===== src/rtl/pte_cache_pkg.sv =====
// pte_cache_pkg: shared constants and storage types for the PTE cache
package pte_cache_pkg;
  localparam int PTE_CACHE_ENTRIES = 8;
  localparam int PTE_CACHE_IDX_W = 3;
  localparam int PTE_TAG_W = 29;
  localparam int PTE_PPN_W = 20;
  typedef logic [PTE_TAG_W-1:0] pte_tag_t;
  typedef logic [PTE_PPN_W-1:0] pte_ppn_t;
  typedef logic [PTE_CACHE_IDX_W-1:0] pte_idx_t;
  typedef struct packed {
    logic     valid;
    pte_tag_t tag;
    pte_ppn_t ppn;
  } pte_entry_t;
endpackage


===== src/rtl/pte_cache_victim_sel.sv =====
// pte_cache_victim_sel: fill slot choice (duplicate, first invalid, round-robin) and rr pointer
module pte_cache_victim_sel
  import pte_cache_pkg::*;
(
  input  logic                                 clk,
  input  logic                                 rst_n,
  input  logic [PTE_CACHE_ENTRIES-1:0]         valid,
  input  pte_tag_t [PTE_CACHE_ENTRIES-1:0]     tags,
  input  pte_tag_t                             fill_tag,
  input  logic                                 fill_acc,
  output pte_idx_t                             victim_idx
);
  pte_idx_t rr_ptr_q, rr_ptr_d, dup_idx, inv_idx;
  logic dup_hit, inv_hit;
  // scan downwards so the lowest matching index wins; pointer only moves on a true eviction
  always_comb begin
    dup_hit = 1'b0;
    dup_idx = '0;
    inv_hit = 1'b0;
    inv_idx = '0;
    for (int i = PTE_CACHE_ENTRIES - 1; i >= 0; i--) begin
      if (valid[i] && tags[i] == fill_tag) begin
        dup_hit = 1'b1;
        dup_idx = PTE_CACHE_IDX_W'(i);
      end
      if (!valid[i]) begin
        inv_hit = 1'b1;
        inv_idx = PTE_CACHE_IDX_W'(i);
      end
    end
    victim_idx = dup_hit ? dup_idx : inv_hit ? inv_idx : rr_ptr_q;
    rr_ptr_d = (fill_acc && !dup_hit && !inv_hit) ? rr_ptr_q + 1'b1 : rr_ptr_q;
  end
  // round-robin pointer register
  always_ff @(posedge clk or negedge rst_n)
    if (!rst_n) rr_ptr_q <= '0;
    else rr_ptr_q <= rr_ptr_d;
endmodule


===== src/rtl/pte_cache_array.sv =====
// pte_cache_array: 8-entry fully associative PTE storage with tag match and fill bypass
module pte_cache_array
  import pte_cache_pkg::*;
#(
  parameter int ENTRIES = PTE_CACHE_ENTRIES,
  parameter int TAG_W = PTE_TAG_W,
  parameter int PPN_W = PTE_PPN_W
) (
  input  logic               clk,
  input  logic               rst_n,
  input  logic               lookup_valid,
  input  logic [TAG_W-1:0]   lookup_tag,
  input  logic               fill_valid,
  output logic               fill_ready,
  input  logic [TAG_W-1:0]   fill_tag,
  input  logic [PPN_W-1:0]   fill_ppn,
  input  logic               flush,
  output logic [ENTRIES-1:0] hit_bit,
  output logic               hit,
  output logic [2:0]         replace_entry,
  output logic [PPN_W-1:0]   ppn_0,
  output logic [PPN_W-1:0]   ppn_1,
  output logic [PPN_W-1:0]   ppn_2,
  output logic [PPN_W-1:0]   ppn_3,
  output logic [PPN_W-1:0]   ppn_4,
  output logic [PPN_W-1:0]   ppn_5,
  output logic [PPN_W-1:0]   ppn_6,
  output logic [PPN_W-1:0]   ppn_7,
  output logic [ENTRIES-1:0] valid_bits
);
  pte_entry_t entries_q [ENTRIES];
  pte_entry_t entries_d [ENTRIES];
  pte_tag_t [ENTRIES-1:0] tag_vec;
  logic [ENTRIES-1:0] raw, repl_oh;
  logic fill_acc;
  pte_idx_t replace_idx;
  assign fill_ready = ~flush;
  assign fill_acc = fill_valid & fill_ready;
  assign replace_entry = replace_idx;
  assign hit = |hit_bit;
  assign {ppn_7, ppn_6, ppn_5, ppn_4} = {entries_q[7].ppn, entries_q[6].ppn, entries_q[5].ppn, entries_q[4].ppn};
  assign {ppn_3, ppn_2, ppn_1, ppn_0} = {entries_q[3].ppn, entries_q[2].ppn, entries_q[1].ppn, entries_q[0].ppn};
  pte_cache_victim_sel u_victim_sel (
    .clk       (clk),
    .rst_n     (rst_n),
    .valid     (valid_bits),
    .tags      (tag_vec),
    .fill_tag  (fill_tag),
    .fill_acc  (fill_acc),
    .victim_idx(replace_idx)
  );
  // tag match; a same-cycle fill either bypasses to its slot or masks the slot it evicts
  always_comb begin
    repl_oh = '0;
    repl_oh[replace_idx] = 1'b1;
    for (int i = 0; i < ENTRIES; i++) begin
      valid_bits[i] = entries_q[i].valid;
      tag_vec[i] = entries_q[i].tag;
      raw[i] = lookup_valid & entries_q[i].valid & (entries_q[i].tag == lookup_tag);
    end
    hit_bit = (!lookup_valid || flush) ? '0 :
              !fill_acc ? raw :
              (fill_tag == lookup_tag) ? repl_oh : raw & ~repl_oh;
  end
  // next storage: flush clears valids only, an accepted fill overwrites the chosen slot
  always_comb begin
    for (int i = 0; i < ENTRIES; i++) begin
      entries_d[i] = entries_q[i];
      if (flush) entries_d[i].valid = 1'b0;
      else if (fill_acc && replace_idx == PTE_CACHE_IDX_W'(i)) entries_d[i] = '{valid: 1'b1, tag: fill_tag, ppn: fill_ppn};
    end
  end
  // storage registers
  always_ff @(posedge clk or negedge rst_n)
    if (!rst_n) for (int i = 0; i < ENTRIES; i++) entries_q[i] <= '0;
    else entries_q <= entries_d;
endmodule


===== config.mk =====
export PLATFORM = sky130hd
export DESIGN_NAME = pte_cache_array
export DESIGN_NICKNAME = d
export VERILOG_FILES = /design/src/rtl/pte_cache_pkg.sv /design/src/rtl/pte_cache_victim_sel.sv /design/src/rtl/pte_cache_array.sv
export SDC_FILE = /design/constraint.sdc
export NUM_CORES = 1
export LEC_CHECK = 0
export BUFFER_PORTS_ARGS = -buffer_cell sky130_fd_sc_hd__buf_4
export CAP_MARGIN = 10
export CELL_PAD_IN_SITES_DETAIL_PLACEMENT = 1
export CELL_PAD_IN_SITES_GLOBAL_PLACEMENT = 1
export CORE_AREA = 2 2 252 205
export DETAILED_ROUTE_END_ITERATION = 16
export DIE_AREA = 0 0 254 207
export PLACE_DENSITY = 0.84
export SYNTH_ARGS = -nofsm -noshare
export SYNTH_HDL_FRONTEND = slang
export SYNTH_HIERARCHICAL = 1
export SYNTH_SLANG_ARGS = --single-unit

===== constraint.sdc =====
create_clock -name clk -period 4.8 [get_ports clk]
set_clock_uncertainty 0.1 [all_clocks]
set_input_delay 0.24 -clock clk [delete_from_list [all_inputs] [get_ports clk]]
set_output_delay 0.24 -clock clk [all_outputs]
set_load 0.005 [all_outputs]

==> impl_metrics.csv, run 1 <==
group,metric,value,unit
synth,synth-xor-area-share,18.5,%
routing,drc,0,
power_and_ir_drop,finalPower,10100,uW
power_and_ir_drop,p_leak,0.0124,uW
synth,syn_nets,2319,
synth,yosysWarnings,6,
cts,cts_buffers,45,
grt,met3_usage,7.16,%
worst_setup_path,slowest_stage,"or4_2",
floorplan,io_pins,264,
sta,fmax,0.210,GHz
synth,synth-seq-cells,403,
grt,grt_pass1_vias,18700,
floorplan,die-height,207,um
synth,synthFlopType,"dfrtp_1",
synth,synthAdderAreaFrac,0.0537,%
place,post-dp-hpwl,59600,um
cts,clock_path_buffers,3,
worst_setup_path,critical_path.cell_chain,"dlygate4sd3_1 -> buf_4 -> xnor2_1 -> nand4_1 -> nor4_4 -> a22oi_1 -> nand3_2 -> nor2_1 -> nor2_1 -> inv_2 -> or4_2 -> nand4_1 -> nor4_1 -> o41ai_2 -> nand4_1 -> buf_4",
synth,synth_compound_area_share,1.60,%
synth,netlist.area_leader.share,43.3,%
worst_setup_path,cp_num_buf_inv,4,
place,port_buffers,263,
min_path,hold_path_class,"primary input to flip-flop",
routing,vias,17800,
worst_setup_path,cp_slowest_stage_delay,0.75,ns
sta,period_share,99.1,%
floorplan,fp.dieW,254,um
cts,clk_latency,0.60,ns
synth,synth-edff-count,0,
cells_and_area,final_cells,3044,
synth,synth_top_family_by_area,"XOR/XNOR gates",
synth,synth_most_common_cell,"nand2_1",
routing,first_pass_iters,5,
grt,busiest_layer,"met2",
place,post-place-ws,0.343,ns
synth,yosysSeqAreaShare,43.3,%
sta,slew_violations,0,
place,placed_cells,2915,
sta,fin_crit,4.76,ns
sta,setup_viol,0,
worst_setup_path,cp_max_fo,17,
cells_and_area,area_growth,14.3,%
place,gp_congestion,0.976,
floorplan,rows,74,
cts,ctsHtreeMaxLevel,2,
synth,syn_area_per_cell,10.4,um^2
sta,hold_viol,0,
routing,drt_iter0_markers,1700,
synth,synth_top_area_cell,"dfrtp_1",
power_and_ir_drop,irDropWorstVdd,0.367,mV
cts,cts_root_buf,"clkbuf_16",
floorplan,die_area,52600,um^2
synth,yosys.area_share.simple,14.3,%
grt,grt.overflow.total,0,
worst_setup_path,end_kind,"primary output",
sta,holdWs,0.0753,ns
cts,cts_setup_buffers,0,
grt,grt_max_degree,124,
synth,synth_area_leaders,"dfrtp_1 (43%), mux2_2 (12%), xnor2_1 (12%), nand2_1 (6.7%), buf_4 (5.6%)",
worst_setup_path,required,4.46,ns
sta,worst_slew_pin_slew,1.09,ns
power_and_ir_drop,powerDensity,381,nW/um^2
synth,synth_common_cells,"nand2_1 (415), dfrtp_1 (403), xnor2_1 (323)",
routing,drt-vias-per-instance,5.86,
grt,grt_pass1_wl,130000,um
cells_and_area,drive_gt1_share,29.0,%
routing,wirelength,89100,um
worst_setup_path,crit_top_cell,"nand4_1",
grt,grt_usage,33.9,%
grt,antenna_found_initial,0,
synth,netlist_area,23300,um^2
synth,netlist_instances,2235,
sta,relSlewSlack,27.3,%
grt,grtUsageMet2,51.3,%
floorplan,core,50200,um^2
cells_and_area,final_nets,2413,
synth,synthArstFlopShare,100,%
worst_setup_path,critPathTopFamily,"simple AND/OR/NAND/NOR gates",
routing,routedWlPerCell,29.3,um
worst_setup_path,cp.arrival,4.42,ns
sta,finalSetupTns,0,ns
outcome,status,"finished, final reports clean",
synth,yosysUniqueCellTypes,60,
cts,cts_sinks,403,
cts,cts.reportedPaths.clkPinSlew,0.07,ns
cells_and_area,num_antenna_cells,0,
sta,fin_ws,0.0448,ns
job,cap_viol_max_count,0,
worst_setup_path,setup.worst_path.class,"primary input to primary output",
synth,synthMuxAreaShare,12.9,%
routing,ant_nets,0,
grt,use_met1,46.6,%
worst_setup_path,startpoint_type,"primary input",
floorplan,initial_core_util,46.4,%
cts,cts_tree,"done",
## cells by family (layout without fill, tap and decap cells)
family          Yosys count  count (layout)
buf+inv                 345             470
fa+ha+maj                 1               1
simple gates            687             687
mux                     266             266
compound gates           50              50
flops                   403             403
xor+xnor                483             483
## report_power, final
| group | switching, uW | leakage, uW | total [uW] | internal (uW) |
|---|---|---|---|---|
| clock | 1490 | 0.000721 | 3520 | 2030 |
| sequential | 457 | 0.00535 | 4310 | 3850 |
| combinational | 1210 | 0.00629 | 2310 | 1100 |
| total | 3160 | 0.0124 | 10100 | 6990 |
## per-layer routing
| metal | part of all wire [%] | vias to the layer above |
|---|---|---|
| met3 | 8.6 | 246 |
| met2 | 44 | 932 |
| met5 | 0 | - |
| li1 | - | 7470 |
| met1 | 42 | 9199 |
| met4 | 4.9 | 0 |
## cells in the final DEF, fill, tap and decap left out, types with 5 or more instances in the layout
| cell | synthesis | final |
|---|---|---|
| nor2b_1 | 5 | 5 |
| xor2_1 | 149 | 149 |
| buf_4 | 174 | 300 |
| buf_6 | 17 | 6 |
| clkbuf_1 | 49 | 11 |
| clkbuf_8 | 1 | 7 |
| o21ai_0 | 14 | 14 |
| nor4_1 | 60 | 57 |
| clkbuf_16 | 0 | 46 |
| nand2b_1 | 8 | 8 |
| dlygate4sd3_1 | 0 | 51 |
| dfrtp_1 | 403 | 403 |
| nor2_1 | 18 | 17 |
| nor4_2 | 6 | 6 |
| nand2_1 | 415 | 414 |
| mux2_2 | 254 | 254 |
| xnor2_2 | 10 | 13 |
| mux2_1 | 11 | 11 |
| clkinv_2 | 0 | 8 |
| nand4_1 | 122 | 122 |
| xnor2_1 | 323 | 320 |
| inv_1 | 27 | 27 |
| nand3_1 | 19 | 15 |
| nor4_4 | 2 | 5 |
## stage by stage
stage          utilization (%)  area (um^2)
6_report                  53.0        26600
5_1_grt                   53.0        26600
4_1_cts                   52.8        26500
3_5_place_dp              48.9        24500
3_3_place_gp              48.9        24500
2_1_floorplan                -        23300
## what timing repair did
action                                  in CTS  in global routing
endpoints found under the setup margin       3                  4
gates resized for setup                      2                 17
hold endpoints to repair                   359                  0
hold buffers                                51                  0
## cell type report
| cell class | instances | area (um^2) |
|---|---|---|
| Inverter | 30 | 113 |
| Fill cell | 5456 | 23600 |
| Timing Repair Buffer | 362 | 2930 |
| Clock buffer | 64 | 1290 |
| Sequential cell | 403 | 10100 |
| Tap cell | 684 | 856 |
| Clock inverter | 14 | 174 |
| Multi-Input combinational cell | 1487 | 11200 |
## final timing paths
| check | startpoint | slack, ns | to | cells after the start |
|---|---|---|---|---|
| max in group asynchronous | rst_n | 3.15 | entries_q[377] | 3 |
| setup / recovery | fill_tag[3] | 0.04 | hit | 16 |
| setup reg to reg | entries_q[288] | 0.97 | entries_q[31] | 11 |
| hold / removal | fill_tag[18] | 0.08 | entries_q[338] | 2 |
| min in group asynchronous | rst_n | 0.24 | entries_q[90] | 2 |
| hold reg to reg | u_victim_sel/rr_ptr_q[2] | 0.38 | u_victim_sel/rr_ptr_q[2] | 1 |
## registers in the layout, indices dropped and copies added, names as in the netlist, 8 cells and up
register    flops
ppn_6          20
ppn_1          20
ppn_0          20
ppn_5          20
ppn_4          20
entries_q     232
ppn_2          20
ppn_7          20
valid_bits      8
ppn_3          20
Power figures use the tool's default switching activity.
==> run 2: changes to the inputs <==
Settings changed: CORE_AREA 2 2 252 205 to 2 2 250 203, DIE_AREA 0 0 254 207 to 0 0 252 205, PLACE_DENSITY 0.84 to 0.85, SYNTH_HIERARCHICAL 1 to unset.
==> run 2 against run 1 <==
  * Sequential share of layout area grew 0.39 points
  * Critical path depth shrank 6
  * Global-route usage grew 2.6 points
  * Flip-flop and latch count is the same
  * Clock power grew 5%
  * Register-to-register slack lost 0.18 ns
  * Worst setup slack gained 0.0093 ns
  * Design area shrank 1.0%
  * Via count shrank 4.8%
  * Synthesized area grew 0.53%
  * Utilization grew 0.57 points
  * Critical endpoint unchanged
  * Largest power group unchanged
  * Highest routed layer is now met5
==> impl_metrics.csv, run 2 <==
group,metric,value,unit
place,gp_congestion,1.01,
place,placed_cells,2662,
routing,first_pass_iters,5,
floorplan,die_area,51700,um^2
grt,grt_max_degree,145,
cts,cts_root_buf,"clkbuf_16",
sta,hold_viol,0,
power_and_ir_drop,irDropWorstVdd,0.268,mV
worst_setup_path,end_kind,"primary output",
worst_setup_path,cp_max_fo,5,
worst_setup_path,critPathTopFamily,"simple AND/OR/NAND/NOR gates",
synth,synth_common_cells,"dfrtp_1 (403), xnor2_1 (340), mux2_2 (280)",
cells_and_area,final_cell_mix,"dfrtp_1 (403), xnor2_1 (339), buf_4 (284)",
synth,yosysSeqAreaShare,43.1,%
floorplan,die-height,205,um
worst_setup_path,cp.arrival,4.41,ns
synth,synth-xor-area-share,18.6,%
cells_and_area,area_growth,12.5,%
cts,cts_buffers,44,
floorplan,core,49100,um^2
min_path,hold_path_class,"primary input to asynchronous set/reset pin",
cts,clk_latency,0.59,ns
floorplan,io_pins,264,
synth,synthAdderAreaFrac,0.0534,%
cells_and_area,final_cells,2766,
grt,grt.overflow.total,0,
worst_setup_path,critPathLaunch,"entries_q[333]",
cells_and_area,largest_register_ffs,232,
routing,drc,0,
place,port_buffers,263,
synth,yosys.area_share.simple,8.73,%
cts,cts_sinks,403,
worst_setup_path,r2r_cells,8,
worst_setup_path,rrSetupSlack,0.79,ns
cts,cts_tree,"done",
grt,grt_pass1_vias,17800,
outcome,status,"finished, final reports clean",
worst_setup_path,startpoint_type,"flip-flop",
cells_and_area,fillers,5045,
synth,netlist_instances,2032,
grt,grt_usage,36.5,%
synth,synthFlopType,"dfrtp_1",
sta,period_share,98.9,%
worst_setup_path,setup.worst_path.class,"flip-flop to primary output",
floorplan,initial_core_util,47.6,%
worst_setup_path,critical_path.cell_chain,"xnor2_1 -> nor4b_1 -> nand4_1 -> nand2_1 -> nor3_4 -> or4b_4 -> mux2_4 -> a2111oi_4 -> nand4bb_1 -> buf_4",
routing,wirelength,94100,um
sta,fmax,0.211,GHz
sta,finalSetupTns,0,ns
sta,relSlewSlack,27.2,%
sta,setup_viol,0,
cts,clock_path_buffers,3,
sta,slew_violations,0,
synth,synth_top_family_by_area,"XOR/XNOR gates",
worst_setup_path,slowest_stage,"nor4b_1",
cells_and_area,regArea,10100,um^2
job,cap_viol_max_count,0,
worst_setup_path,cp_slowest_stage_delay,0.70,ns
power_and_ir_drop,powerDensity,392,nW/um^2
sta,fin_crit,4.75,ns
routing,drt-vias-per-instance,6.14,
synth,netlist_area,23400,um^2
synth,synth-edff-count,0,
routing,drt_iter0_markers,1672,
routing,ant_nets,0,
synth,synthArstFlopShare,100,%
power_and_ir_drop,p_leak,0.0118,uW
grt,antenna_found_initial,1,
cells_and_area,multiInputGateArea,11300,um^2
synth,netlist.area_leader.share,43.1,%
synth,synth_compound_area_share,2.50,%
cells_and_area,drive_gt1_share,32.0,%
synth,syn_nets,2116,
cts,cts.reportedPaths.clkPinSlew,0.06,ns
routing,routedWlPerCell,34.0,um
synth,synth-seq-cells,403,
worst_setup_path,worstReg2RegEnd,"ppn_1[13]",
worst_setup_path,timing.rr.start,"entries_q[333]",
grt,grt_pass1_wl,134000,um
sta,grt_setup_unrepaired,"no",
worst_setup_path,cp_num_buf_inv,1,
synth,yosysUniqueCellTypes,65,
synth,synth_area_leaders,"dfrtp_1 (43%), mux2_2 (13%), xnor2_1 (13%), buf_4 (5.6%), xor2_1 (4.8%)",
place,post-dp-hpwl,64300,um
cells_and_area,largest-register,"entries_q",
floorplan,rows,73,
synth,synth_top_area_cell,"dfrtp_1",
cells_and_area,final_nets,2179,
synth,syn_area_per_cell,11.5,um^2
synth,synth_most_common_cell,"dfrtp_1",
floorplan,fp.dieW,252,um
sta,worst_slew_pin_slew,1.08,ns
routing,vias,17000,
cts,ctsHtreeMaxLevel,2,
cells_and_area,layout_commonest_cell,"dfrtp_1",
worst_setup_path,required,4.46,ns
cts,cts_setup_buffers,0,
synth,yosysWarnings,0,
synth,synthMuxAreaShare,18.0,%
==> run 2: cell count changes in the layout (fill, tap and decap cells not counted), sizes merged, moves of 5 or more <==
cell / before / now
nand2: 415 / 80
nor4: 68 / 73
nor2: 18 / 10
nand4: 126 / 140
o21ai: 15 / 42
xor2: 150 / 129
mux2: 266 / 373
dlygate4sd3: 51 / 24
xnor2: 333 / 355
buf: 311 / 292
==> run 2: metal layers <==
metal	GRT usage, %	up-vias	wire (um)
met5	0	-	13
met4	14.0	2	3770
met2	54.8	835	41400
met1	51.6	8933	40500
met3	7.61	206	8400
li1	-	7014	-
==> run 2: kinds of logic (layout without fill, tap and decap cells) <==
kind of cell / count (synthesis) / in the layout
XOR/XNOR: 484 / 484
flip-flops: 403 / 403
multiplexers: 374 / 374
AND/OR/NAND/NOR: 360 / 360
buffers and inverters: 327 / 423
AO/OA/AOI/OAI: 83 / 83
adder cells (fa/ha/maj): 1 / 1
other: 0 / 1
==> run 2: timing repair <==
item / in CTS / in global routing
endpoints found under the hold margin: 509 / 0
resized for setup: 0 / 5
setup endpoints to repair: 0 / 1
hold buffers: 24 / 0
==> run 2: worst max-delay path by stage <==
stage                to  slack [ns]  cells after the start
global route        hit        0.02                     11
detailed placement  hit        0.58                     12
floorplan           hit        1.75                     10
global placement    hit        0.56                     12
CTS                 hit        0.07                     13
finish              hit        0.05                     10
==> run 2: worst register-to-register path, cell delays in order, from the launching register on <==
cell     delay (ns)
dfrtp_1        0.41
xnor2_1        0.34
nor4b_1        0.70
nand4_1        0.47
nand2_1        0.38
a32o_1         0.29
and2_2         0.45
buf_4          0.37
mux2_1         0.38
==> run 2: area by class of cell <==
cell class                 instances  share of cell area [%]
antenna                            1                 0.00950
tap                              637                    3.03
inverter                          28                   0.399
timing repair buffer             316                    9.60
clock inverter                    19                   0.936
multi-input combinational       1302                    42.9
sequential                       403                    38.3
clock buffer                      60                    4.87
==> run 2: report_power, final <==
| part | leakage (uW) | switching (uW) | internal (uW) |
|---|---|---|---|
| Combinational | 0.00570 | 1280 | 1060 |
| Sequential | 0.00536 | 478 | 3820 |
| Clock | 0.000749 | 1540 | 2150 |
| Total | 0.0118 | 3300 | 7030 |
==> run 2: through the flow <==
step,setup slack (ns),utilization [%],hold slack (ns),total power (uW),cell area [um^2]
finish,0.0541,53.6,0.00177,10300,26300
global route,0.0153,53.6,0.0158,10700,26300
CTS,0.0650,53.5,0.00453,10300,26300
detailed placement,0.583,49.9,0.0301,6590,24500
global placement,0.557,49.9,0.0274,6520,24500
floorplan,1.75,-,-0.156,5710,23400
